--- src/rtl/wb_interconnect_arb_nxm.sv ---
// N-by-M Wishbone crossbar with per-slave round-robin arbitration,
// an internal error slave for unmapped addresses and a per-connection ACK timeout.
module wb_interconnect_arb_nxm #(
    parameter int WB_ADDR_WIDTH  = 32,
    parameter int WB_DATA_WIDTH  = 32,
    parameter int N_MASTERS      = 2,
    parameter int N_SLAVES       = 4,
    parameter logic [2*N_SLAVES*WB_ADDR_WIDTH-1:0] ADDR_RANGES = '0,
    parameter int TIMEOUT_CYCLES = 256
) (
    input  logic                                  clk,
    input  logic                                  rst,
    input  logic [N_MASTERS*WB_ADDR_WIDTH-1:0]    m_adr,
    input  logic [N_MASTERS*WB_DATA_WIDTH-1:0]    m_dat_w,
    input  logic [N_MASTERS*3-1:0]                m_cti,
    input  logic [N_MASTERS*2-1:0]                m_bte,
    input  logic [N_MASTERS*WB_DATA_WIDTH/8-1:0]  m_sel,
    input  logic [N_MASTERS-1:0]                  m_cyc,
    input  logic [N_MASTERS-1:0]                  m_stb,
    input  logic [N_MASTERS-1:0]                  m_we,
    output logic [N_MASTERS*WB_DATA_WIDTH-1:0]    m_dat_r,
    output logic [N_MASTERS-1:0]                  m_ack,
    output logic [N_MASTERS-1:0]                  m_err,
    output logic [N_SLAVES*WB_ADDR_WIDTH-1:0]     s_adr,
    output logic [N_SLAVES*WB_DATA_WIDTH-1:0]     s_dat_w,
    output logic [N_SLAVES*3-1:0]                 s_cti,
    output logic [N_SLAVES*2-1:0]                 s_bte,
    output logic [N_SLAVES*WB_DATA_WIDTH/8-1:0]   s_sel,
    output logic [N_SLAVES-1:0]                   s_cyc,
    output logic [N_SLAVES-1:0]                   s_stb,
    output logic [N_SLAVES-1:0]                   s_we,
    input  logic [N_SLAVES*WB_DATA_WIDTH-1:0]     s_dat_r,
    input  logic [N_SLAVES-1:0]                   s_ack,
    input  logic [N_SLAVES-1:0]                   s_err
);

    localparam int AW  = WB_ADDR_WIDTH;
    localparam int DW  = WB_DATA_WIDTH;
    localparam int SLW = DW / 8;
    localparam int SW  = (N_SLAVES > 1) ? $clog2(N_SLAVES) : 1;
    localparam int MW  = (N_MASTERS > 1) ? $clog2(N_MASTERS) : 1;
    localparam int CW  = (TIMEOUT_CYCLES > 1) ? $clog2(TIMEOUT_CYCLES) : 1;
    localparam logic [CW-1:0] TO_LAST =
        CW'((TIMEOUT_CYCLES > 0) ? TIMEOUT_CYCLES - 1 : 0);

    logic [N_MASTERS-1:0] gnt_vld;
    logic [SW-1:0]        gnt_sel [N_MASTERS];
    logic [CW-1:0]        cnt     [N_MASTERS];
    logic [N_MASTERS-1:0] err_slv;
    logic [N_MASTERS-1:0] to_err;
    logic [MW-1:0]        ptr     [N_SLAVES];

    logic [N_MASTERS-1:0] dec_hit;
    logic [SW-1:0]        dec_idx [N_MASTERS];
    logic [N_MASTERS-1:0] on_tgt;
    logic [N_MASTERS-1:0] fwd_stb;
    logic [N_MASTERS-1:0] stall;
    logic [N_MASTERS-1:0] tmo;
    logic [N_MASTERS-1:0] rel;
    logic [N_MASTERS-1:0] req;
    logic [N_SLAVES-1:0]  owned;
    logic [N_SLAVES-1:0]  win_vld;
    logic [MW-1:0]        win     [N_SLAVES];

    // Descending scan so the lowest-index overlapping range wins.
    always_comb begin
        for (int k = 0; k < N_MASTERS; k++) begin
            dec_hit[k] = 1'b0;
            dec_idx[k] = '0;
            for (int i = N_SLAVES - 1; i >= 0; i--) begin
                if (m_adr[k*AW +: AW] >= ADDR_RANGES[(2*(N_SLAVES-i)-1)*AW +: AW] &&
                    m_adr[k*AW +: AW] <= ADDR_RANGES[(2*(N_SLAVES-i)-2)*AW +: AW]) begin
                    dec_hit[k] = 1'b1;
                    dec_idx[k] = SW'(i);
                end
            end
        end
    end

    always_comb begin
        for (int k = 0; k < N_MASTERS; k++) begin
            on_tgt[k]  = dec_hit[k] && (dec_idx[k] == gnt_sel[k]);
            fwd_stb[k] = gnt_vld[k] & m_cyc[k] & m_stb[k] & on_tgt[k];
            stall[k]   = fwd_stb[k] & ~s_ack[gnt_sel[k]] & ~s_err[gnt_sel[k]];
            tmo[k]     = (TIMEOUT_CYCLES != 0) && stall[k] && (cnt[k] == TO_LAST);
            rel[k]     = gnt_vld[k] &
                         (~m_cyc[k] | (m_stb[k] & ~on_tgt[k]) | tmo[k]);
            req[k]     = m_cyc[k] & m_stb[k] & dec_hit[k] & ~gnt_vld[k];
        end
    end

    // A slave stays owned through its release cycle, which gives the idle gap.
    always_comb begin
        int idx;
        idx = 0;
        for (int i = 0; i < N_SLAVES; i++) begin
            owned[i]   = 1'b0;
            win_vld[i] = 1'b0;
            win[i]     = '0;
            for (int k = 0; k < N_MASTERS; k++) begin
                if (gnt_vld[k] && gnt_sel[k] == SW'(i))
                    owned[i] = 1'b1;
            end
            if (!owned[i]) begin
                for (int j = 0; j < N_MASTERS; j++) begin
                    idx = (int'(ptr[i]) + j) % N_MASTERS;
                    if (!win_vld[i] && req[idx] && dec_idx[idx] == SW'(i)) begin
                        win_vld[i] = 1'b1;
                        win[i]     = MW'(idx);
                    end
                end
            end
        end
    end

    always_comb begin
        s_adr   = '0;
        s_dat_w = '0;
        s_cti   = '0;
        s_bte   = '0;
        s_sel   = '0;
        s_cyc   = '0;
        s_stb   = '0;
        s_we    = '0;
        m_dat_r = '0;
        m_ack   = '0;
        m_err   = err_slv | to_err;
        for (int k = 0; k < N_MASTERS; k++) begin
            if (gnt_vld[k]) begin
                s_adr[int'(gnt_sel[k])*AW +: AW]    = m_adr[k*AW +: AW];
                s_dat_w[int'(gnt_sel[k])*DW +: DW]  = m_dat_w[k*DW +: DW];
                s_cti[int'(gnt_sel[k])*3 +: 3]      = m_cti[k*3 +: 3];
                s_bte[int'(gnt_sel[k])*2 +: 2]      = m_bte[k*2 +: 2];
                s_sel[int'(gnt_sel[k])*SLW +: SLW]  = m_sel[k*SLW +: SLW];
                s_cyc[gnt_sel[k]]                   = m_cyc[k];
                s_stb[gnt_sel[k]]                   = fwd_stb[k];
                s_we[gnt_sel[k]]                    = m_we[k];
                m_dat_r[k*DW +: DW] = s_dat_r[int'(gnt_sel[k])*DW +: DW];
                m_ack[k]            = s_ack[gnt_sel[k]];
                m_err[k]            = m_err[k] | s_err[gnt_sel[k]];
            end
        end
    end

    always_ff @(posedge clk) begin
        if (rst) begin
            gnt_vld <= '0;
            err_slv <= '0;
            to_err  <= '0;
            for (int k = 0; k < N_MASTERS; k++) begin
                gnt_sel[k] <= '0;
                cnt[k]     <= '0;
            end
            for (int i = 0; i < N_SLAVES; i++)
                ptr[i] <= '0;
        end else begin
            for (int k = 0; k < N_MASTERS; k++) begin
                err_slv[k] <= m_cyc[k] & m_stb[k] & ~dec_hit[k] &
                              ~gnt_vld[k] & ~err_slv[k];
                to_err[k]  <= tmo[k];
                if (rel[k]) begin
                    gnt_vld[k] <= 1'b0;
                    cnt[k]     <= '0;
                end else if (stall[k]) begin
                    cnt[k] <= cnt[k] + CW'(1);
                end else if (fwd_stb[k]) begin
                    cnt[k] <= '0;
                end
            end
            for (int i = 0; i < N_SLAVES; i++) begin
                if (win_vld[i]) begin
                    gnt_vld[win[i]] <= 1'b1;
                    gnt_sel[win[i]] <= SW'(i);
                    cnt[win[i]]     <= '0;
                    ptr[i] <= (win[i] == MW'(N_MASTERS - 1)) ? '0 : win[i] + MW'(1);
                end
            end
        end
    end

endmodule

--- config.mk ---
export PLATFORM = sky130hd
export DESIGN_NAME = wb_interconnect_arb_nxm
export DESIGN_NICKNAME = d
export VERILOG_FILES = /design/src/rtl/wb_interconnect_arb_nxm.sv
export SDC_FILE = /design/constraint.sdc
export NUM_CORES = 1
export LEC_CHECK = 0
export ABC_CLOCK_PERIOD_IN_PS = 3310
export CAP_MARGIN = 20
export CORE_AREA = 5 5 256 258
export CTS_CLUSTER_DIAMETER = 50
export CTS_CLUSTER_SIZE = 28
export DETAILED_ROUTE_END_ITERATION = 10
export DIE_AREA = 0 0 261 263
export PLACE_DENSITY = 0.3
export SLEW_MARGIN = 25
export SYNTH_ARGS = -nofsm -noshare
export SYNTH_HDL_FRONTEND = slang
export SYNTH_SLANG_ARGS = --single-unit
export TNS_END_PERCENT = 1
--- constraint.sdc ---
create_clock -name clk -period 3.31 [get_ports clk]
set_clock_uncertainty 0.1 [all_clocks]
set_input_delay 0.993 -clock clk [delete_from_list [all_inputs] [get_ports clk]]
set_output_delay 0.993 -clock clk [all_outputs]
set_load 0.02 [all_outputs]
; ---- Word-level counts from Yosys, hierarchy flattened
; Memories as Yosys holds them, arrays and structs flattened.
; Index checks and enable logic that the tools add are counted.
[classes]
n_mul = 2
n_eq_ne = 14
n_shift = 20
bitwise = 81
reduce_logical = 47
n_mux = 208
n_addsub = 18
n_lt_le_gt_ge = 32
[ops]
columns = cell, count
row1 = 2-to-1 mux 128 bit, 4
row2 = variable part select 32 x 33 -> 128 bit, 4
row3 = AND 128 bit, 2
row4 = bitwise mux 128 bit, 2
row5 = ">= comparator 32 x 2 -> 1 bit, second input constant", 8
row6 = "variable shift 32 x 33 -> 128 bit, first input constant", 2
row7 = variable part select 128 x 8 -> 32 bit, 2
row8 = 2-to-1 mux 1 bit, 136
row9 = negation 4 -> 33 bit, 4
row10 = inverter 1 -> 32 bit, 4
row11 = inverter 32 bit, 4
row12 = 2-to-1 mux 8 bit, 11
row13 = negation 3 -> 33 bit, 2
row14 = negation 7 -> 33 bit, 2
row15 = "variable shift 2 x 33 -> 8 bit, first input constant", 2
row16 = "variable shift 3 x 33 -> 12 bit, first input constant", 2
row17 = "variable shift 4 x 33 -> 16 bit, first input constant", 2
row18 = variable part select 2 x 33 -> 8 bit, 2
row19 = variable part select 3 x 33 -> 12 bit, 2
row20 = variable part select 4 x 33 -> 16 bit, 2
row21 = ">= comparator 32 x 1 -> 1 bit, second input constant", 2
row22 = "<= comparator 32 x 1 -> 1 bit, second input constant", 2
row23 = 2-to-1 mux 32 bit, 2
row24 = 2-to-1 mux 2 bit, 27
row25 = other kinds (34), 190
[word_totals]
n_memories = 3
out_inout_bits = 372
ramBits = 24
input_bits = 290
ff_bits = 6
[mem_list]
columns = name, words, word_bits, rd, rd_clocked_by_memory_dff, write_ports, line_no
row1 = cnt, 2, 8, 2, 0, 3, 48  ; logic [CW-1:0] cnt [N_MASTERS];
row2 = gnt_sel, 2, 2, 2, 0, 2, 47  ; logic [SW-1:0] gnt_sel [N_MASTERS];
row3 = ptr, 4, 1, 4, 0, 4, 51  ; logic [MW-1:0] ptr [N_SLAVES];

; ---- Depth between registers and ports, before layout
; Gate-level depths: netlist of the first run.
[depth]
word_depth = 30
ltp_mapped = 6

; ---- Worst setup path before layout of the first run
; OpenSTA, ideal clock, no wires.
[synth_path]
path_type = input to output
start = input port m_adr[3]
end = output port s_stb[0]
arrival_ns = 2.297
path_stages = 3
setup_slack_ns = -0.080
cell_sequence = nor4_1 nand4_1 o41ai_1
[synth_via]
elab_chain_len = 9
word_cells_on_any_way = 10
cone_classes = 2 x order compare / 4 x mux / 2 x bitwise / 2 x reduce/logical
[synth_lines]
columns = element, line_no
row1 = from (decl), 13  ; input logic [N_MASTERS*WB_ADDR_WIDTH-1:0] m_adr,
row2 = >= comparator 32 x 1 -> 1 bit or <= comparator 32 x 1 -> 1 bit (tied branches), "71, 72"
row3 = logical AND 1 bit *, 71  ; if (m_adr[k*AW +: AW] >= ADDR_RANGES[(2*(N_SLAVES-i)-1)*AW +: AW] &&
row4 = 2-to-1 mux 1 bit *, 71
row5 = logical AND 1 bit *, 82  ; on_tgt[k] = dec_hit[k] && (dec_idx[k] == gnt_sel[k]);
row6 = AND 1 bit *, 83  ; fwd_stb[k] = gnt_vld[k] & m_cyc[k] & m_stb[k] & on_tgt[k];
row7 = AND 4 bit (no line) *, -
row8 = 2-to-1 mux 4 bit *, 129  ; if (gnt_vld[k]) begin
row9 = bitwise mux 4 bit, 136  ; s_stb[gnt_sel[k]] = fwd_stb[k];
row10 = 2-to-1 mux 4 bit *, 129
row11 = to (decl), 30  ; output logic [N_SLAVES-1:0] s_stb,
; Mark *: on every way between the ends. The rest lies on a longest branch, timed or not.

; ---- Worst setup path after layout of the first run
[layout_path]
start = input port m_adr[37]
end = output port s_stb[0]
[layout_via]
elab_chain_len = 7
word_cells_on_any_way = 8
cone_classes = 2 x order compare / 3 x mux / 1 x bitwise / 2 x reduce/logical
[layout_lines]
columns = element, line_no
row1 = >= comparator 32 x 1 -> 1 bit or <= comparator 32 x 1 -> 1 bit (tied branches), "71, 72"
row2 = logical AND 1 bit *, 71
row3 = 2-to-1 mux 1 bit *, 71
row4 = logical AND 1 bit *, 82
row5 = AND 1 bit *, 83
row6 = bitwise mux 4 bit *, 136
row7 = 2-to-1 mux 4 bit *, 129
; Marked as above.

==> flow_summary.json, run 1 <==
{
  "outcome": "finished with violations",
  "violations": "setup timing",
  "gr-total-overflow": 0,
  "gp_congestion": 0.723,
  "yosysWarnings": 0,
  "power_density_mw_per_mm2": 137,
  "dp_cells": 1757,
  "p_seq_share_pct": 28.2,
  "synth_compound_area_share_pct": 17.6,
  "synth_area_leaders": "buf_4 40%, a22o_1 15%, edfxtp_1 12%",
  "ys_ff_latch": 23,
  "start_kind": "input pin",
  "synth_xor_area_share_pct": 2.44,
  "crit_type": "in2out",
  "ff2ff_path_depth": 6,
  "synth_top_family_by_area": "buffers and inverters",
  "grt_max_degree": 79,
  "postLayoutCellArea_mm2": 0.00854,
  "clkTransAtPathRegs_ps": 70,
  "max_freq_mhz": 281,
  "maxCapViolCount": 0,
  "period_share_pct": 107,
  "grt_pass1_vias": 4858,
  "hold_viol_final": 0,
  "r2r_end": "cnt[0][2]$_DFFE_PP_",
  "ys_types": 46,
  "peakVddDrop_v": 0.000157,
  "synth_fa_ha_area_share_pct": 0.581,
  "place_area_mm2": 0.00828,
  "arrival_ps": 2460,
  "clock_sinks": 23,
  "drc": 0,
  "first_pass_iters": 4,
  "setup_violations": 9,
  "clockRootBuffer": "clkbuf_16",
  "min_from": "err_slv[1]$_SDFF_PP0_",
  "cp.required_ps": 2220,
  "p_total_w": 0.00117,
  "rrSetupSlack_ps": 930,
  "numCtsBuffers": 3,
  "worstHoldPathType": "reg2reg",
  "grt_pass1_wl_mm": 31.0,
  "yosysMostFrequentCell": "buf_4",
  "drv_slew": 0,
  "switching_power_w": 0.000467,
  "yosysTopAreaCell": "buf_4",
  "cts_tree": "built",
  "hold_slack_ps": 323,
  "holdPathEnd": "err_slv[1]$_SDFF_PP0_",
  "antenna_found_initial": 1,
  "final-instance-count-excl-fill": 1770,
  "viasPerCell": 2.59,
  "port_buffers": 331,
  "area_growth_pct": 98.3,
  "die_area_mm2": 0.0686,
  "insertion_delay_ps": 260,
  "power_frac_comb_pct": 47.5,
  "synth-edff-count": 17,
  "wl_per_cell_um": 12.7,
  "drtAntennaViolNets": 0,
  "cp_max_fo": 2,
  "core_area_mm2": 0.0627,
  "rsz0062_at_grt": "true",
  "end_kind": "primary output",
  "initial_core_util_pct": 6.86,
  "rows": 92,
  "power.leakage_nw": 4.43,
  "min_period_ps": 3550,
  "hpwl_mm": 19.2,
  "clkPwrFrac_pct": 24.3,
  "drt_iter0_markers": 120,
  "yosysSeqAreaShare_pct": 14.6,
  "p_sw_share_pct": 40.0,
  "die_height_um": 263,
  "netlist_instances": 546,
  "wl_mm": 22.5,
  "synth_top_area_share_pct": 39.7,
  "internal_power_w": 0.000701,
  "synth_common_cells": "228 x buf_4, 73 x a22o_1, 66 x and2_1",
  "io_pins": 662,
  "fin_setup_tns_ps": -742,
  "synthesis.area_mm2": 0.00431,
  "avgSynthCellArea_um2": 7.89,
  "holdPathStages": 1,
  "die_x_um": 261,
  "nets": 1216,
  "cts_max_level": 1,
  "synth.area.mux_share_pct": 0,
  "layout-drive-gt1-share_pct": 16.6,
  "cts.path.max_buffers": 2,
  "grtUsageTotal_pct": 5.78,
  "yosys.area_share.simple_pct": 22.1,
  "postLayoutSetupSlackWorst_ps": -244,
  "reg2reg_from": "gnt_vld[0]$_SDFF_PP0_",
  "vias": 4590,
  "async_reset_ff_share_pct": 0,
  "synthFlopType": "edfxtp_1"
}
through the flow:
stage	setup WS (ps)	utilization, %
after floorplan	164	-
after global placement	-846	13.2
after detailed placement	-818	13.2
after CTS	-348	13.4
after global routing	-375	13.6
final	-244	13.6
worst max-delay path, stage by stage:
cell and delay [ps]:
buf_2 130, nor4_4 250, nand4_1 230, buf_4 220
nor2_4 100, nand4_1 170, o41ai_4 90, buf_4 180
buf_12 110
cell type report:
type | count | area, µm²
fill | 7231 | 54200
clock inverter | 1 | 7.51
timing repair buffer | 401 | 3860
clock buffer | 3 | 75.1
tap | 846 | 1060
inverter | 4 | 15.0
multi-input combinational | 491 | 2890
sequential | 23 | 634
antenna | 1 | 2.50
registers in the layout, indices dropped and copies added (netlist names):
| register | count |
|---|---|
| cnt | 16 |
| err_slv | 2 |
| gnt_vld | 2 |
| to_err | 2 |
| ptr | 1 |
layout by cell type (no fill, tap or decap), types with 2 or more instances in the layout:
cell / Yosys / layout
a211o_1: 2 / 2
a22o_1: 73 / 73
and2_1: 66 / 66
and3_1: 2 / 2
and3_2: 2 / 2
and4_1: 2 / 2
buf_12: 0 / 8
buf_2: 0 / 10
buf_4: 228 / 66
buf_6: 0 / 9
buf_8: 0 / 2
clkbuf_16: 0 / 3
clkbuf_2: 0 / 18
clkdlybuf4s15_1: 0 / 14
clkdlybuf4s15_2: 0 / 2
clkdlybuf4s50_1: 0 / 172
conb_1: 1 / 228
dfxtp_1: 6 / 5
dlygate4sd2_1: 0 / 55
dlymetal6s2s_1: 0 / 45
edfxtp_1: 17 / 17
ha_1: 2 / 2
inv_1: 4 / 4
nand2_1: 10 / 10
nand3_1: 10 / 10
nand3_2: 3 / 3
nand4_1: 8 / 8
nand4b_1: 2 / 2
nor2_1: 25 / 24
nor4_1: 19 / 4
nor4_2: 1 / 9
nor4_4: 0 / 7
o31ai_1: 2 / 2
or2_2: 2 / 2
xnor2_1: 5 / 5
xor2_1: 7 / 7
cell families (layout without fill, tap and decap cells):
family / after synthesis / count (layout)
AOI/OAI and AO/OA: 88 / 88
xor gates and xnor gates: 12 / 12
adders and majority gates: 2 / 2
buffers and inverters: 259 / 409
DFF: 23 / 23
other: 1 / 229
and+or+nand+nor: 161 / 161
repair_timing:
action,4_1_cts,5_1_grt
setup buffers,8,0
pin swaps,23,17
setup endpoints to repair,94,62
hold endpoints to repair,0,0
hold buffers,0,0
resized for setup,203,108
routing by layer:
metal  track usage, %  vias up  share of wire, %
met5                0        -             0.075
met4             1.28        2               1.6
met3             1.28       16               8.8
met2             11.8      287                55
met1             5.85     2079                35
li1                 -     2206                 -
power by group through the flow:
stage	sequential, W	combinational (W)	clock [W]
after floorplan	0.000334	0.000463	0
after global placement	0.000336	0.000553	0
after detailed placement	0.000336	0.000551	0
after CTS	0.000329	0.000539	0.000297
after global routing	0.000331	0.000590	0.000307
final	0.000329	0.000554	0.000284
how the worst max path moves through the flow:
stage               cells past startpoint       end  slack, ps      start
floorplan                               3  s_stb[0]        160   m_adr[3]
global placement                        9  s_stb[0]       -850  m_adr[43]
detailed placement                      9  s_stb[0]       -820  m_adr[43]
CTS                                     8  s_stb[0]       -350  m_adr[23]
global route                            9  s_stb[0]       -380  m_adr[32]
finish                                  9  s_stb[0]       -240  m_adr[37]
No activity file was read; power rests on OpenSTA's default activity.
==> run 2, diff against run 1 <==
--- a/config.mk
+++ b/config.mk
@@ -7,11 +7,11 @@
 export LEC_CHECK = 0
 export ABC_CLOCK_PERIOD_IN_PS = 3310
 export CAP_MARGIN = 20
-export CORE_AREA = 5 5 256 258
+export CORE_AREA = 2 2 260 262
 export CTS_CLUSTER_DIAMETER = 50
 export CTS_CLUSTER_SIZE = 28
 export DETAILED_ROUTE_END_ITERATION = 10
-export DIE_AREA = 0 0 261 263
+export DIE_AREA = 0 0 262 264
 export PLACE_DENSITY = 0.3
 export SLEW_MARGIN = 25
 export SYNTH_ARGS = -nofsm -noshare
==> flow_summary.json, run 2 (synthesized netlist as in run 1, its figures left out) <==
{
  "outcome": "finished with violations",
  "violations": "setup timing",
  "grt.busiest_layer": "met2",
  "holdBufCountCts": 0,
  "initial_core_util_pct": 6.47,
  "insertion_delay_ps": 260,
  "slowest_stage": "nor4_4",
  "worstHoldPathType": "reg2reg",
  "cpLargestDelayFamily": "buffers and inverters",
  "drc": 0,
  "gp_congestion": 0.742,
  "final-instance-count-excl-fill": 1782,
  "maxCapViolCount": 0,
  "first_pass_iters": 4,
  "io_pins": 662,
  "rows": 95,
  "crit_path_frequent_cell": "buf_4",
  "cp_max_fo": 2,
  "grtUsageMet3_pct": 1.30,
  "vias": 4557,
  "period_share_pct": 104,
  "viasPerCell": 2.56,
  "use_met1_pct": 6.66,
  "grtUsageTotal_pct": 5.59,
  "cp.required_ps": 2220,
  "setup_violations": 1,
  "postLayoutSetupSlackWorst_ps": -137,
  "area_growth_pct": 96.4,
  "nets": 1200,
  "rsz0062_at_grt": "true",
  "holdPathStages": 1,
  "place_area_mm2": 0.00821,
  "numCtsBuffers": 3,
  "path_cells": "buf_8 -> nor4_4 -> buf_4 -> nand4_1 -> buf_4 -> o41ai_2 -> buf_4",
  "drt_iter0_markers": 104,
  "clkTransAtPathRegs_ps": 60,
  "grt_pass1_vias": 4367,
  "power.leakage_nw": 4.49,
  "grt_pass1_wl_mm": 28.9,
  "cts.path.max_buffers": 2,
  "hpwl_mm": 18.4,
  "power_density_mw_per_mm2": 135,
  "gr-total-overflow": 0,
  "p_total_w": 0.00114,
  "utilization_pct": 12.7,
  "cpPeakStageDelay_ps": 260,
  "mostFrequentLayoutCell": "conb_1",
  "port_buffers": 331,
  "path_buf_inv": 4,
  "hold_slack_ps": 336,
  "largest-register": "cnt",
  "min_period_ps": 3450,
  "postLayoutCellArea_mm2": 0.00846,
  "crit_cells": 7,
  "cts_tree": "built",
  "layout-drive-gt1-share_pct": 14.2,
  "arrival_ps": 2350,
  "met2_usage_pct": 10.2,
  "die_height_um": 264,
  "core_area_mm2": 0.0666,
  "largest_reg_flops": 16,
  "start_kind": "input pin",
  "antenna_found_initial": 4,
  "hold_viol_final": 0,
  "max_freq_mhz": 290,
  "die_area_mm2": 0.0692,
  "cts_max_level": 1,
  "clock_sinks": 23,
  "drv_slew": 0,
  "die_x_um": 262,
  "drtAntennaViolNets": 0,
  "wl_mm": 21.5,
  "grt_max_degree": 82,
  "clockRootBuffer": "clkbuf_16",
  "dp_cells": 1773,
  "peakVddDrop_v": 0.000187,
  "wl_per_cell_um": 12.1,
  "ff2ff_path_depth": 6,
  "end_kind": "primary output",
  "final_cell_mix": "228 x conb_1, 164 x clkdlybuf4s50_1, 73 x a22o_1",
  "crit_type": "in2out"
}
[run 2: cell count changes in the layout (fill, tap and decap cells not counted), sizes merged]
cell | previous run | this run
buf | 95 | 76
dlymetal6s2s | 45 | 56
clkdlybuf4s50 | 172 | 164
clkbuf | 21 | 14
dlygate4sd2 | 55 | 60
clkdlybuf4s15 | 16 | 18
clkinv | 0 | 1
clkinvlp | 1 | 0
diode | 1 | 2
[run 2: cell type report]
| class | count | area [µm²] |
|---|---|---|
| Antenna cell | 2 | 5.00 |
| Clock buffer | 3 | 75.1 |
| Clock inverter | 1 | 5.00 |
| Fill cell | 7699 | 58100 |
| Inverter | 4 | 15.0 |
| Multi-Input combinational cell | 491 | 2850 |
| Sequential cell | 23 | 634 |
| Tap cell | 873 | 1090 |
| Timing Repair Buffer | 385 | 3780 |
[run 2: worst reg2reg max path: stages (launching register included)]
cell	delay [ps]
edfxtp_1	400
ha_1	200
nand3_1	140
nor3_1	300
nand3b_1	160
nand3_2	90
a311o_1	450
[run 2: repair_timing]
item | in CTS | in global routing
pin swaps | 23 | 16
buffers inserted | 3 | 0
endpoints found under the setup margin | 83 | 57
gates resized for setup | 184 | 93
[run 2: worst paths after layout]
check,startpoint,to,slack [ps]
worst max-delay path,m_adr[23],s_stb[0],-140
worst min-delay path,err_slv[1]$_SDFF_PP0_,err_slv[1]$_SDFF_PP0_,340
worst max register to register,cnt[0][0]$_DFFE_PP_,cnt[0][3]$_DFFE_PP_,1120
worst min register to register,err_slv[1]$_SDFF_PP0_,err_slv[1]$_SDFF_PP0_,340
[run 2: metrics by stage]
| step | TNS [ps] | worst slack (ps) |
|---|---|---|
| after floorplan | 0 | 164 |
| after global placement | -12780 | -613 |
| after detailed placement | -12170 | -675 |
| after CTS | -201 | -201 |
| after global routing | -221 | -221 |
| final | -137 | -137 |
[run 2: per-layer routing]
layer | up-vias | share of wire, %
met2 | 273 | 52
met5 | - | 0.074
met4 | 4 | 0.80
met3 | 8 | 8.2
li1 | 2174 | -
met1 | 2098 | 39
[run 2: power breakdown]
group          switching (W)  internal (W)
Combinational       0.000332      0.000212
Sequential         0.0000104      0.000319
Clock               0.000107      0.000163
Total               0.000449      0.000694
==> run 3, diff against run 2 <==
--- a/config.mk
+++ b/config.mk
@@ -7,12 +7,12 @@
 export LEC_CHECK = 0
 export ABC_CLOCK_PERIOD_IN_PS = 3310
 export CAP_MARGIN = 20
-export CORE_AREA = 2 2 260 262
+export CORE_AREA = 8 8 251 253
 export CTS_CLUSTER_DIAMETER = 50
 export CTS_CLUSTER_SIZE = 28
 export DETAILED_ROUTE_END_ITERATION = 10
-export DIE_AREA = 0 0 262 264
-export PLACE_DENSITY = 0.3
+export DIE_AREA = 0 0 259 261
+export PLACE_DENSITY = 0.31
 export SLEW_MARGIN = 25
 export SYNTH_ARGS = -nofsm -noshare
 export SYNTH_HDL_FRONTEND = slang
==> flow_summary.json, run 3 (synthesized netlist as in run 1, its figures left out) <==
{
  "outcome": "finished with violations",
  "violations": "setup timing",
  "grt_pass1_vias": 4765,
  "hpwl_mm": 19.9,
  "period_share_pct": 108,
  "power.leakage_nw": 4.29,
  "nets": 1192,
  "hold_slack_ps": 337,
  "setup_violations": 1,
  "gp_congestion": 0.663,
  "power_frac_comb_pct": 47.8,
  "grt_max_degree": 55,
  "wl_mm": 22.7,
  "final_cell_mix": "228 x conb_1, 164 x clkdlybuf4s50_1, 73 x a22o_1",
  "hold_viol_final": 0,
  "drv_slew": 0,
  "switching_power_w": 0.000453,
  "grtUsageTotal_pct": 5.73,
  "internal_power_w": 0.000691,
  "drtAntennaViolNets": 0,
  "clock_sinks": 23,
  "numCtsBuffers": 3,
  "die_x_um": 259,
  "layout-drive-gt1-share_pct": 13.5,
  "cp.required_ps": 2220,
  "arrival_ps": 2480,
  "holdPathStages": 1,
  "peakVddDrop_v": 0.000171,
  "dr.max_layer_used": "met5",
  "end_kind": "primary output",
  "port_buffers": 331,
  "clkTransAtPathRegs_ps": 60,
  "mostFrequentLayoutCell": "conb_1",
  "die_area_mm2": 0.0676,
  "power_density_mw_per_mm2": 139,
  "crit_type": "in2out",
  "viasPerCell": 2.70,
  "largest-register": "cnt",
  "p_seq_share_pct": 28.8,
  "wl_per_cell_um": 13.5,
  "initial_core_util_pct": 7.26,
  "cts.path.max_buffers": 2,
  "grt_pass1_wl_mm": 30.1,
  "insertion_delay_ps": 260,
  "antenna_found_initial": 5,
  "wl_met3_mm": 2.50,
  "first_pass_iters": 4,
  "area_growth_pct": 91.5,
  "rows": 90,
  "rsz0062_at_grt": "true",
  "start_kind": "input pin",
  "maxCapViolCount": 0,
  "min_period_ps": 3570,
  "clockRootBuffer": "clkbuf_16",
  "postLayoutSetupSlackWorst_ps": -262,
  "wl_met2_mm": 12.0,
  "cts_tree": "built",
  "cts_max_level": 1,
  "fin_setup_tns_ps": -262,
  "ff2ff_path_depth": 6,
  "wl_met1_mm": 8.08,
  "die_height_um": 261,
  "pre_cts_slack_ps": -875,
  "clkPwrFrac_pct": 23.4,
  "cp_max_fo": 2,
  "cts_setup_buffers": 0,
  "p_sw_share_pct": 39.6,
  "core_area_mm2": 0.0593,
  "gr-total-overflow": 0,
  "io_pins": 662,
  "worstHoldPathType": "reg2reg",
  "drt_iter0_markers": 109,
  "max_freq_mhz": 280,
  "vias": 4543,
  "drc": 0,
  "holdBufCountCts": 0,
  "largest_reg_flops": 16
}
-- run 3: final timing paths --
check	start	slack [ps]	endpoint
hold / removal	err_slv[1]$_SDFF_PP0_	340	err_slv[1]$_SDFF_PP0_
setup reg to reg	gnt_vld[0]$_SDFF_PP0_	1020	cnt[0][2]$_DFFE_PP_
setup / recovery	m_adr[0]	-260	s_stb[0]
hold reg to reg	err_slv[1]$_SDFF_PP0_	340	err_slv[1]$_SDFF_PP0_
-- run 3: critical path, stage by stage --
cell and delay [ps]:
clkdlybuf4s15_2 220, nor4_4 310, nand4_1 230, buf_4 210, o41ai_4 340, buf_6 170
-- run 3: through the flow --
stage	std cells	cell area (µm²)	total power [W]	utilization, %
2_1_floorplan	773	5170	0.000797	-
3_3_place_gp	1678	8040	0.000881	13.5
3_5_place_dp	1678	8040	0.000880	13.5
4_1_cts	1681	8120	0.00115	13.7
5_1_grt	1682	8240	0.00121	13.9
6_report	1684	8250	0.00114	13.9
-- run 3: metal layers --
layer	track usage [%]	vias up
li1	-	2155
met1	6.35	2085
met3	1.95	6
met2	10.7	295
met4	0.750	2
met5	0	-
-- run 3: power groups by stage --
stage	Combinational, W	Sequential, W	Clock, W
final	0.000547	0.000330	0.000268
after global routing	0.000584	0.000332	0.000295
after CTS	0.000534	0.000330	0.000282
after detailed placement	0.000544	0.000336	0
after global placement	0.000545	0.000336	0
after floorplan	0.000463	0.000334	0
-- run 3: cell type report --
type,instances,area (µm²)
Tap cell,782,978
Antenna cell,3,7.51
Clock inverter,1,5.00
Clock buffer,3,75.1
Timing Repair Buffer,377,3650
Inverter,4,15.0
Fill cell,6840,51100
Multi-Input combinational cell,491,2880
Sequential cell,23,634
-- run 3: timing repair --
action                                  in CTS  in global routing
gates resized for setup                    212                 61
hold endpoints to repair                     0                  0
pin swaps                                   22                 15
endpoints found under the setup margin      98                 51
